<file path="src/rtl/zrom_arb.sv">
// zrom_arb: arbiter/sequencer for the shared Z80 M1 ROM port; Z80 byte reads win over loader word writes.
// Optional feature: define ZROM_LASTHIT_EN for a single-word last-hit read cache.
module zrom_arb #(
    parameter int unsigned TIMEOUT = 255
) (
    input  logic        CLK,
    input  logic        nRESET,
    input  logic        nSDMRD,
    input  logic [18:0] z80_addr,
    output logic        nWAIT,
    output logic [7:0]  z80_dout,
    input  logic        ld_req,
    input  logic [17:0] ld_addr,
    input  logic [15:0] ld_data,
    output logic        ld_ack,
    output logic        mem_req,
    output logic        mem_we,
    output logic [17:0] mem_addr,
    output logic [15:0] mem_wdata,
    input  logic [15:0] mem_rdata,
    input  logic        mem_ack,
    output logic        err
);

    // Memory handshake: mem_req, mem_we, mem_addr and mem_wdata stay stable from the edge that
    // raises mem_req until the edge that samples mem_ack high (or the timeout); mem_req then drops
    // for at least one cycle. ld_req is a level held by the loader until it sees the ld_ack pulse.
    typedef enum logic [1:0] {
        ST_IDLE = 2'd0,
        ST_RD   = 2'd1,
        ST_WR   = 2'd2
    } state_t;

    state_t      state, state_nx;
    logic        nsdmrd_d;
    logic        z80_pend, z80_pend_nx;
    logic [18:0] z80_lat, z80_lat_nx;
    logic        nwait_nx;
    logic [7:0]  dout_nx;
    logic        ld_ack_nx;
    logic        mem_req_nx, mem_we_nx;
    logic [17:0] mem_addr_nx;
    logic [15:0] mem_wdata_nx;
    logic        err_nx;
    logic [7:0]  tmo_cnt, tmo_cnt_nx;
    logic [8:0]  tmo_inc;
    logic        rd_fall, tmo_hit, cache_hit;
    logic [7:0]  hit_byte;

    assign rd_fall = !nSDMRD && nsdmrd_d;
    assign tmo_inc = {1'b0, tmo_cnt} + 9'd1;
    assign tmo_hit = (tmo_inc == 9'(TIMEOUT));

`ifdef ZROM_LASTHIT_EN
    logic        c_valid;
    logic [17:0] c_tag;
    logic [15:0] c_data;
    logic        wr_start;

    assign wr_start  = (state == ST_IDLE) && (state_nx == ST_WR);
    assign cache_hit = c_valid && (c_tag == z80_lat[18:1]);
    assign hit_byte  = z80_lat[0] ? c_data[15:8] : c_data[7:0];

    // Filled only by acknowledged reads; any loader write to the tagged word invalidates it.
    always_ff @(posedge CLK or negedge nRESET) begin
        if (!nRESET) begin
            c_valid <= 1'b0;
            c_tag   <= '0;
            c_data  <= '0;
        end else if (state == ST_RD && mem_ack) begin
            c_valid <= 1'b1;
            c_tag   <= mem_addr;
            c_data  <= mem_rdata;
        end else if (wr_start && ld_addr == c_tag) begin
            c_valid <= 1'b0;
        end
    end
`else
    assign cache_hit = 1'b0;
    assign hit_byte  = 8'hFF;
`endif

    always_comb begin
        state_nx     = state;
        z80_pend_nx  = z80_pend;
        z80_lat_nx   = z80_lat;
        nwait_nx     = nWAIT;
        dout_nx      = z80_dout;
        ld_ack_nx    = 1'b0;
        mem_req_nx   = mem_req;
        mem_we_nx    = mem_we;
        mem_addr_nx  = mem_addr;
        mem_wdata_nx = mem_wdata;
        err_nx       = err;
        tmo_cnt_nx   = tmo_cnt;

        // A strobe edge while a read is still pending is dropped.
        if (rd_fall && !z80_pend) begin
            z80_pend_nx = 1'b1;
            z80_lat_nx  = z80_addr;
            nwait_nx    = 1'b0;
        end

        case (state)
            ST_IDLE: begin
                if (z80_pend) begin
                    if (cache_hit) begin
                        dout_nx     = hit_byte;
                        nwait_nx    = 1'b1;
                        z80_pend_nx = 1'b0;
                    end else begin
                        state_nx    = ST_RD;
                        mem_req_nx  = 1'b1;
                        mem_we_nx   = 1'b0;
                        mem_addr_nx = z80_lat[18:1];
                        tmo_cnt_nx  = '0;
                    end
                end else if (ld_req && !ld_ack && !rd_fall) begin
                    // While ld_ack is high the loader has not yet dropped its finished request.
                    state_nx     = ST_WR;
                    mem_req_nx   = 1'b1;
                    mem_we_nx    = 1'b1;
                    mem_addr_nx  = ld_addr;
                    mem_wdata_nx = ld_data;
                    tmo_cnt_nx   = '0;
                end
            end
            ST_RD: begin
                if (mem_ack) begin
                    dout_nx     = z80_lat[0] ? mem_rdata[15:8] : mem_rdata[7:0];
                    nwait_nx    = 1'b1;
                    z80_pend_nx = 1'b0;
                    mem_req_nx  = 1'b0;
                    state_nx    = ST_IDLE;
                end else if (tmo_hit) begin
                    dout_nx     = 8'hFF;
                    nwait_nx    = 1'b1;
                    z80_pend_nx = 1'b0;
                    mem_req_nx  = 1'b0;
                    err_nx      = 1'b1;
                    state_nx    = ST_IDLE;
                end else begin
                    tmo_cnt_nx = tmo_inc[7:0];
                end
            end
            ST_WR: begin
                if (mem_ack || tmo_hit) begin
                    ld_ack_nx  = 1'b1;
                    mem_req_nx = 1'b0;
                    mem_we_nx  = 1'b0;
                    err_nx     = err | !mem_ack;
                    state_nx   = ST_IDLE;
                end else begin
                    tmo_cnt_nx = tmo_inc[7:0];
                end
            end
            default: state_nx = ST_IDLE;
        endcase
    end

    always_ff @(posedge CLK or negedge nRESET) begin
        if (!nRESET) begin
            state     <= ST_IDLE;
            nsdmrd_d  <= 1'b1;
            z80_pend  <= 1'b0;
            z80_lat   <= '0;
            nWAIT     <= 1'b1;
            z80_dout  <= 8'hFF;
            ld_ack    <= 1'b0;
            mem_req   <= 1'b0;
            mem_we    <= 1'b0;
            mem_addr  <= '0;
            mem_wdata <= '0;
            err       <= 1'b0;
            tmo_cnt   <= '0;
        end else begin
            state     <= state_nx;
            nsdmrd_d  <= nSDMRD;
            z80_pend  <= z80_pend_nx;
            z80_lat   <= z80_lat_nx;
            nWAIT     <= nwait_nx;
            z80_dout  <= dout_nx;
            ld_ack    <= ld_ack_nx;
            mem_req   <= mem_req_nx;
            mem_we    <= mem_we_nx;
            mem_addr  <= mem_addr_nx;
            mem_wdata <= mem_wdata_nx;
            err       <= err_nx;
            tmo_cnt   <= tmo_cnt_nx;
        end
    end

endmodule

</file>
<file path="config.mk">
export PLATFORM = sky130hd
export DESIGN_NAME = zrom_arb
export DESIGN_NICKNAME = d
export VERILOG_FILES = /design/src/rtl/zrom_arb.sv
export SDC_FILE = /design/constraint.sdc
export NUM_CORES = 1
export LEC_CHECK = 0
export CAP_MARGIN = 15
export CORE_UTILIZATION = 49
export DETAILED_ROUTE_END_ITERATION = 10
export GPL_TIMING_DRIVEN = 0
export PLACE_DENSITY = 0.85
export SYNTH_ARGS = -nofsm -noshare
export SYNTH_HDL_FRONTEND = slang
export SYNTH_SLANG_ARGS = --single-unit
export TNS_END_PERCENT = 20
</file>
<file path="constraint.sdc">
create_clock -name CLK -period 4.08 [get_ports CLK]
set_input_delay 0.816 -clock CLK [delete_from_list [all_inputs] [get_ports CLK]]
set_output_delay 0.816 -clock CLK [all_outputs]
set_load 0.005 [all_outputs]
</file>
==> run summary, run 1 <==
The synthesized design spends more area on one cell type than any other, namely dfrtp_1. The number of I/O port buffers is 120. The share of the synthesized area in the top cell type was 0.468. The clock passes through at most 2 buffers. Number of gates resized after CTS: 0. For the count of pins over their slew limit, the log shows 0. Yosys attributes the largest share of cell area to dfrtp_1, mux2_2, dfstp_2.

Measured in cells, the most critical reg-to-reg path has a length of 7. For the data required time at the worst endpoint, the log shows 4320 ps. The maximum level of the CTS H-tree was 3; the post-synthesis instance area was 0.00363 sq mm.

The worst-margin pin slew is 753 ps, and the routed wire length is 8170 um. The post-synthesis net count was 368. Setup repair after global routing left no endpoint under its margin. The tools report the worst flop-to-flop path endpoint as mem_wdata[9]. The adder-cell area share of the yosys netlist is 0.0207.

The share of synthesized registers carrying an async set or reset was 1.00. The detailed-placement wirelength estimate is 5860 um. The synthesized design contains 0 enable-type register cells.

The post-synthesis share of cell area spent on xor and xnor gates was 0.00689. The via density per instance is 5.12, and the horizontal extent of the die is 88.1 um. The worst setup path is launched from an input port. The cell count after synthesis came out at 288. After the first detailed-routing iteration, the DRC count stood at 115. Yosys printed 0 warnings. The worst path needs 2490 ps of the cycle, external delays included. The utilization after layout came out at 0.722.

The synthesized area per cell is 12.6 sq um. Max-cap violations in this run came to 0. Most numerous cell in the Yosys netlist: dfrtp_1.

Overall die height: 88.1 um. 121 I/O pins were placed. The tools report the number of global-route vias before repair as 2803.

The tools report the worst reg2reg path startpoint as state[0]. The tightest min-delay check is of the input port to async pin type. The total number of placement rows is 31, and the share of the yosys chip area belonging to registers is 0.541.

The number of endpoints with negative hold slack in the final report is 0, and the starting density of the core is 0.503. Once the clock tree was built, the setup fixing pass inserted 0 buffers. The cell sitting at the root of the clock tree is a clkbuf_8. At the end of the flow, the number of nets in the layout was 500.

Ranked by instance count, the synthesized netlist is headed by dfrtp_1, mux2_2, mux2i_1. The post-route standard cell area excluding fillers came out at 0.00521 sq mm. The total inserted antenna cells was 0; the worst clock skew on the final layout was 8.60 ps. The pin count of the biggest net entering global routing is 54, and the number of antenna violations at the first check in global routing is 0. Across all register-to-register paths, the minimum setup slack is 2070 ps. The analysis attributes to cell leakage a power of 2.26 nW. The launch point of the worst path was nSDMRD. STA classifies the critical path endpoint as a flop. Counting the buffers created by CTS gives 9. Placeable core area: 0.00721 sq mm. Data arrives at the worst endpoint at 2730 ps. The wire length of the first global-routing pass was 13000 um; the maximum ir drop on the vdd rail was 0.430 mV. The clock transition at the register clock pins on the worst setup and hold paths after CTS works out to 90 ps. The run finished with clean final reports. Hold is met by 372 ps. At the end of routability-driven placement, the weighted congestion stood at 0.797. Area of the die: 0.00776 sq mm. The area growth from synthesis to layout is 43.5%.

After detailed placement, the design holds a cell count of 508. The global-route usage over all layers came out at 0.221. The post-synthesis simple-gate area fraction is 0.0937. Share of cell area taken by muxes after synthesis: 0.184.

In this run the remaining antenna-violating nets after routing total 0. In this run the worst setup path terminates at z80_lat[14]. For the number of standard cells in the final layout excluding fillers, the log shows 524. Maximum operating frequency: 401 MHz. The tree built by TritonCTS fans out to 78 sinks.

Summing over every cut layer, the via total after detailed routing is 2685. The cts-stage hold buffer count is 0, and the power density over cell area is 726 mW/mm^2. The first detailed-routing pass ran for 4 iterations. For this run, the leading register cell type out of synthesis is dfrtp_1. Summing all placed instances gives a cell area of 0.00498 sq mm. Category of the critical setup timing path: input port to flop. The share of the cycle needed by the critical path after routing is 0.611, and the number of library cell types mapped by synthesis is 52. The largest fanout of any net on the critical path is 10, and the number of register bits inferred by synthesis is 78. Setup violations remaining at the end of the flow were counted as 0.

Headroom to the max-slew limit: 0.498. TritonCTS built the clock tree. For the sum of overflow across all layers after global routing, the log shows 0. The compound-cell area share of the yosys netlist is 0.128, and the clock insertion delay at the later pin of the skew report is 350 ps. Average wire per standard cell: 15.6 um. After synthesis, the largest family of logic cells by area is multiplexers. The layout cell share with drive strength beyond 1 is 0.224, and the remaining routing DRC violations is 0.
[registers in the layout, summed over array words and instances (netlist names)]
name	cells
z80_lat	19
mem_addr	18
mem_wdata	16
tmo_cnt	8
z80_dout	8
state	2
err	1
ld_ack	1
mem_req	1
mem_we	1
nWAIT	1
nsdmrd_d	1
z80_pend	1
[cells by family after synthesis]
group	after synthesis
buf+inv	20
fa+ha+maj	6
simple gates	60
compound gates	60
flops	78
xor+xnor	2
mux	62
[routing by layer]
metal / global-route usage / wire [um] / vias up
met5: 0 / 0 / -
met4: 0.0792 / 85 / 0
met3: 0.0782 / 714 / 11
met2: 0.366 / 4060 / 88
met1: 0.267 / 3310 / 1297
li1: - / - / 1289
[placed cells by master, fill, tap and decap left out, drive strengths merged, types with 2 or more instances in the layout]
master	netlist	final
a2bb2oi	8	8
nor3	2	2
nor2	27	27
nor4	3	3
a21boi	5	5
nand3	3	3
o21a	2	2
clkinv	0	2
buf	11	13
a211o	6	6
o22ai	2	2
clkdlybuf4s50	0	119
nor4b	2	2
clkbuf	3	13
nor2b	2	2
or2	2	2
mux2i	26	26
a21oi	22	22
dfstp	10	10
inv	6	8
ha	6	6
bufinv	0	2
nand2b	4	4
nand2	9	9
xor2	2	2
o21ai	7	7
dfrtp	68	68
mux2	36	36
nand3b	2	2
[power breakdown]
part / switching, mW / internal (mW) / leakage, nW
registers: 0.203 / 1.16 / 0.922
clock network: 0.292 / 0.366 / 0.117
logic: 0.765 / 0.998 / 1.22
[worst max-delay path, cell delays in order]
cell             delay (ps)
clkdlybuf4s50_1         450
nand2b_1                200
nor2_2                  510
buf_2                   380
mux2_2                  370
[area by class of cell]
type	instances	area, sq um
well taps	99	124
inverters	6	22.5
fillers	510	2000
multi-input cells	190	1570
flip-flops and latches	78	1960
plain buffers	14	71.3
repair buffers	121	1230
clock buffers	10	138
clock inverters	6	91.3
[how the worst min path moves through the flow]
stage,slack [ps],end,depth (start not counted),start
3_3_place_gp,440,err,1,err
5_1_grt,390,mem_wdata[13],1,nRESET
6_report,370,mem_wdata[1],1,nRESET
4_1_cts,370,mem_wdata[1],1,nRESET
3_5_place_dp,450,err,1,err
2_1_floorplan,450,err,1,err
[per-stage QoR]
stage	setup WS, ps	power (mW)	setup TNS [ps]
final	1590	3.79	0
after global routing	1510	4.04	0
after global placement	-484	3.08	-32630
after CTS	1590	3.83	0
after detailed placement	1190	3.14	0
after floorplan	2050	2.35	0
No activity file was read; power rests on OpenSTA's default activity.
==> run 2: changes to the inputs <==
- CORE_UTILIZATION: 49 -> 46
- PLACE_DENSITY: 0.85 -> 0.8
- clock period: 4.08 -> 2.6 ns (I/O delays scaled with it)
==> run 2 against run 1 <==
Register-to-register slack got worse by 1500 ps. Core utilization is 4.5 points lower. Wire length grew 1.2%. Die area grew 6.4%. Via count increased by 2.1%. First-iteration DRC count is 37% lower. Sequential power up 57%. Non-clock buffer count did not move. Critical path depth unchanged. Combinational power grew 57%. Clock power increased by 54%. Count of clock-buffer cells in the layout unchanged. Largest power group unchanged.
==> run summary, run 2 (synthesis gave the netlist of run 1 again) <==
The slowest cell on the critical path was nor2_2. In this run the critical register-to-register path is launched from state[0]. Total number of placement rows: 32. The run gives 0 as the number of endpoints with negative hold slack in the final report. The endpoint identified for the worst register-to-register timing path is mem_wdata[8]. Share of the cycle needed by the critical path after routing: 0.842. The worst clock skew on the final layout is 9.55 ps, and the worst reg-to-reg setup slack is 550 ps.

Summed over all layers, the global routing overflow is 0. Registers take 0.00196 sq mm. The maximum level of the CTS H-tree came out at 3. STA puts the critical path data required time at 2830 ps. The congestion estimate from routability-driven global placement came to 0.790. The largest registers in the layout are z80_lat (19), mem_addr (18), mem_wdata (16). STA classifies the critical path startpoint as an input port.

The largest fanout of any net on the critical path is 10. Leading cell type in the layout, fill and taps excluded: clkdlybuf4s50_1. The register with the most flip-flops in the layout has 19 of them. On the critical path the largest part of the delay comes from buffers and inverters. The tools report the part of the power in the clock network as 0.171.

Cell internal power was estimated by the tool at 3.94 mW. The tools report the end of the critical path as z80_lat[15]. The count of nets left with antenna violations once routing finished came out at 0. Counting flops per register, the top entry is z80_lat.

The via density per instance works out to 5.20. The shortest period the worst path allows was 2190 ps; the arrival time at the worst endpoint was 2420 ps. The pin count of the biggest net entering global routing was 54; the detailed-placement wirelength estimate was 6030 um. The run gives 0.482 as the headroom to the max-slew limit. The finished layout holds 527 standard cells, fillers aside. Post-CTS timing repair inserted 0 buffers for setup. TritonCTS built the clock tree. The tools report the total inserted antenna cells as 0. In this run, post-CTS hold repair placed 0 buffers.

The routed wire length is 8270 um. For the number of antenna violations at the first check in global routing, the log shows 0. The category of the critical setup timing path was input port to flop. The worst register-to-register path has a depth of 7.

The tools report the count of pins over their slew limit as 0. The tightest min-delay check is of the input port to async pin type. The run gives 0.00157 sq mm as the multi-input combinational cell area. The tools report the clock insertion delay at the later pin of the skew report as 350 ps.

The I/O pin count is 121. The final number of setup-violating endpoints is 0. Dividing the detail-routed wire length by the instance count gives 15.7 um. The worst-margin pin slew is 777 ps.

Across the VDD grid, the largest voltage drop is 0.697 mV. The power share of the sequential group was 0.362. The starting density of the core is 0.472.

Counting buffers and inverters, the worst setup path is 5 cells deep. The peak per-stage delay on the critical path is 490 ps, and the switching power is 1.99 mW. The tools report the part of the total power dissipated in combinational logic as 0.467. The number of placed instances, taps included, is 511.

The first global-routing pass estimated 13800 um of wire. STA classifies the critical path endpoint as a flop. The horizontal extent of the die was 90.9 um; the switching power as a share of total power was 0.335. The tools report the launch point of the worst path as nSDMRD.

The run gives 2880 as the number of global-route vias before repair. Across all hold checks on the routed design, the worst slack comes to 74.8 ps. For the maximum operating frequency, the log shows 457 MHz.

CTS placed an instance of clkbuf_8 at the clock tree root. The layout has 596 filler cells. Setup repair after global routing left no endpoint under its margin. Counting both buffers and inverters, the worst setup path holds a total of 2. The number of gates resized after CTS is 0, and the clock transition at the register clock pins on the worst setup and hold paths after CTS is 90 ps. The power density over cell area is 1140 mW/mm^2. The run gives 78 as the sink count of the clock tree. The core region is 0.00769 sq mm. The number of I/O port buffers came out at 120. The logs give 0 for the remaining routing DRC violations and 2742 for the via count of the routed design. The overall die height works out to 90.9 um.

Walking the worst path, the cells encountered are clkdlybuf4s50_1, nand2b_1, nor2_2, buf_2, mux2_2. Number of violations reported at the end of detailed-routing iteration 0: 72. For this run, the detailed router's first-pass iteration total came to 4. In the layout the commonest cells are clkdlybuf4s50_1, dfrtp_1, mux2_2. TritonCTS created 9 clock buffers. The tools report the number of nets at the end of the flow as 500.

The global-route usage over all layers was 0.212; the area of the die was 0.00826 sq mm. The layout cell share with drive strength beyond 1 was 0.221; the reported leakage power was 2.26 nW. The max-capacitance violation count was 0; the buffer depth of the longest clock path was 2. The layout overhead on the synthesized area is 43.4%. The flow ran to the end, and the final reports show no timing, DRC or antenna violations.
==> run 2: changes by cell type in the layout (fill, tap and decap cells not counted) <==
cell	change
clkbuf_8	-1
clkinv_4	+2
inv_6	-1
clkbuf_1	+1
clkinv_2	-1
==> run 2: layout make-up <==
type                            instances  area share
Timing Repair Buffer                  121       0.235
Tap cell                              102      0.0245
Multi-Input combinational cell        190       0.302
Clock inverter                          6      0.0183
Clock buffer                           10      0.0245
Inverter                                6     0.00432
Sequential cell                        78       0.377
Buffer                                 14      0.0137
==> run 2: power groups by stage <==
stage | sequential [mW] | clock (mW) | combinational [mW]
global placement | 2.13 | 0 | 2.70
floorplan | 2.14 | 0 | 1.55
detailed placement | 2.16 | 0 | 2.80
CTS | 2.15 | 1.04 | 2.81
finish | 2.15 | 1.01 | 2.77
global route | 2.22 | 1.09 | 3.03
==> run 2: worst min path at each step <==
stage,endpoint
3_3_place_gp,err
6_report,tmo_cnt[0]
4_1_cts,mem_wdata[11]
5_1_grt,tmo_cnt[0]
2_1_floorplan,err
3_5_place_dp,tmo_cnt[0]
==> run 2: metrics by stage <==
| step | power (mW) | TNS (ps) | area (sq um) | setup WS (ps) | utilization |
|---|---|---|---|---|---|
| after floorplan | 3.70 | 0 | 3630 | 827 | - |
| after global placement | 4.83 | -122660 | 4960 | -1690 | 0.645 |
| after detailed placement | 4.96 | 0 | 4990 | 61.7 | 0.649 |
| after CTS | 5.99 | 0 | 5210 | 414 | 0.678 |
| after global routing | 6.33 | 0 | 5210 | 320 | 0.678 |
| final | 5.93 | 0 | 5210 | 411 | 0.678 |
==> run 2: metal layers <==
layer / up-vias / track usage / routed length [um]
met5: - / 0 / 0
met4: 0 / 0.0714 / 125
met3: 14 / 0.0665 / 632
met2: 89 / 0.345 / 4020
met1: 1349 / 0.269 / 3480
li1: 1290 / - / -
==> run 2: worst reg2reg max path, delay by kind of cell, from the launching register on <==
kind / cells / cell delay [ps]
buf+inv: 3 / 560
mux: 1 / 360
fa+ha+maj: 1 / 210
simple gates: 2 / 380
flops: 1 / 420
==> run 3: changes to the inputs <==
- clock period: 2.6 -> 2.2 ns (I/O delays scaled with it)
==> run 3 against run 2 <==
Final area is 0.19% higher. Largest cell class unchanged. Sequential cell count unchanged. Non-clock buffer count unchanged. Via count is 0.33% lower. Power up 18%. The flow now finishes with violations (negative hold slack). Sequential power is 18% higher. Clock power is 19% higher. Register-to-register slack lost 330 ps. Critical path type unchanged. Critical path depth increased by 1. Die area unchanged.
==> run summary, run 3 (synthesis gave the netlist of run 1 again) <==
The maximum level of the CTS H-tree was 3; the number of I/O port buffers was 120. The horizontal extent of the die is 90.9 um. In this run the worst hold path is classified as input port to async pin. Buffers inserted to repair hold after CTS numbered 0. The cell family contributing the most delay on the critical path is buffers and inverters. The worst setup path is of the input port to flop kind.

The minimum hold slack is -5.57 ps. The flip-flop count of the largest register, all copies and words added was 19. Along the worst path, the maximum fanout reaches 10. The final number of setup-violating endpoints came out at 0.

The top cell types in the final layout, fill and taps aside, are clkdlybuf4s50_1, dfrtp_1, mux2_2. Pin placement for this block handled 121 I/O pins. The logs give 0 for the number of antenna violations at the first check in global routing and 54 for the pin count of the biggest net entering global routing. The clock passes through at most 2 buffers.

The shortest period the worst path allows is 2010 ps, and the sum of overflow across all layers after global routing is 0. Counting every sink on the clock net gives 78. In the final layout, the registers with the most flip-flops are z80_lat (19), mem_addr (18), mem_wdata (16). Excluding fillers, the count of instances in the completed layout stands at 527. The number of buffers created by CTS is 9. The run finished, with violations left. The power density over cell area was 1340 mW/mm^2.

Setup repair after global routing left no endpoint under its margin. The largest single stage delay on the critical path is 510 ps. In this run the register-to-register setup slack is 220 ps.

The tools report the number of violations reported at the end of detailed-routing iteration 0 as 79. z80_lat holds more flip-flops than any other register. The floorplan step defined a die boundary enclosing 0.00826 sq mm. The power share of the sequential group was 0.362; the placer's final routability congestion estimate was 0.790. The clock transition at the register clock pins on the worst setup and hold paths after CTS is 80 ps. The part of the power in the clock network is 0.171, and the number of search-and-repair iterations in the first detailed-routing pass is 4. The area growth from synthesis to layout is 43.7%.

For the headroom to the max-slew limit, the log shows 0.483. The logs give 7.01 mW for the overall power of the completed layout and 8260 um for the routed wire length. The worst setup path is launched from an input port. Cell internal power was estimated by the tool at 4.66 mW. IR analysis of the VDD net gives a maximum drop of 0.824 mV.

After floorplanning, the core was divided into 32 placement rows. In this run the remaining antenna-violating nets after routing total 0. Across the routed clock network, the largest skew measured is 9.55 ps.

The number of global-route vias before repair is 2880, and the global-route usage over all layers is 0.212. The via count of the routed design was 2733. TritonCTS built the clock tree. The total area inside the core boundary comes to 0.00769 sq mm. Leaving out fill and tap cells, the most frequent cell in the layout is clkdlybuf4s50_1. Buffers added to address setup during post-CTS repair amount to 0. The via density per instance came out at 5.19.

The remaining routing DRC violations is 0. The number of gates resized after CTS was 0. The tools report the wire length of the first global-routing pass as 13800 um.

The run gives 500 as the number of nets at the end of the flow. The tools report the CTS root buffer as clkbuf_8. The overall die height was 90.9 um; the arrival time at the worst endpoint was 2240 ps.

The switching power as a share of total power works out to 0.336. At the worst endpoint, the required time is 2440 ps. The buffering stage count on the worst path with inverters included works out to 2.

The layout cell share with drive strength beyond 1 is 0.221, and the clock insertion delay at the later pin of the skew report is 350 ps. Switching power: 2.35 mW. Max-cap violations in this run came to 0.

The starting density of the core was 0.472. Traced cell by cell, the critical path runs through clkdlybuf4s50_1, nand2b_1, nand3b_1, nor2_4, buf_4, mux2_2. The final reports fail on negative hold slack. The HPWL after detailed placement is 6030 um. Once placement completed, the tool counted placed cells totaling 511.

The reported leakage power is 2.26 nW. Worst-margin pin slew: 776 ps. Counting the fill cells in the layout gives 594. After detailed routing, the average wire length per cell comes to 15.7 um.

For this run, the top clock speed supported by timing is 498 MHz. The number of endpoints with negative hold slack in the final report is 3. Part of the total power dissipated in combinational logic: 0.467. The share of the cycle needed by the critical path after routing is 0.913, and the count of pins over their slew limit is 0. The number of antenna diodes in the final layout is 0.

Slowest cell on the critical path: clkdlybuf4s50_1. The type of destination of the critical path was a flop.
## run 3: layout make-up
| class | instances | area (sq um) | area share |
|---|---|---|---|
| flip-flops and latches | 78 | 1960 | 0.376 |
| multi-input cells | 190 | 1580 | 0.304 |
| repair buffers | 121 | 1230 | 0.235 |
| clock buffers | 10 | 128 | 0.0245 |
| well taps | 102 | 128 | 0.0245 |
| clock inverters | 6 | 95.1 | 0.0182 |
| plain buffers | 14 | 71.3 | 0.0137 |
| inverters | 6 | 22.5 | 0.00432 |
## run 3: final timing paths
path,cells past startpoint,from,end
max in group asynchronous,2,nRESET,nsdmrd_d
worst max-delay path,6,nSDMRD,mem_wdata[8]
min in group CLK,1,err,err
worst min register to register,1,err,err
worst min-delay path,1,nRESET,tmo_cnt[0]
worst max register to register,7,state[0],tmo_cnt[7]
## run 3: power groups by stage
stage	Sequential (mW)	Clock (mW)	Combinational [mW]
after global routing	2.62	1.28	3.59
final	2.53	1.20	3.28
after CTS	2.54	1.22	3.32
after floorplan	2.53	0	1.83
after detailed placement	2.55	0	3.30
after global placement	2.52	0	3.19
## run 3: routing by layer
metal / vias to the layer above / routed length, um / GRT usage
li1: 1290 / - / -
met1: 1340 / 3490 / 0.269
met2: 89 / 4030 / 0.345
met3: 14 / 624 / 0.0665
met4: 0 / 126 / 0.0714
met5: - / 0 / 0
## run 3: through the flow
stage          setup TNS [ps]  cell area (sq um)  setup WS, ps  utilization
6_report                    0               5220           191        0.679
2_1_floorplan               0               3630           427            -
4_1_cts                     0               5210          93.9        0.678
3_3_place_gp          -151540               4960         -2010        0.645
5_1_grt                     0               5220          75.2        0.679
3_5_place_dp            -6130               4990          -258        0.649
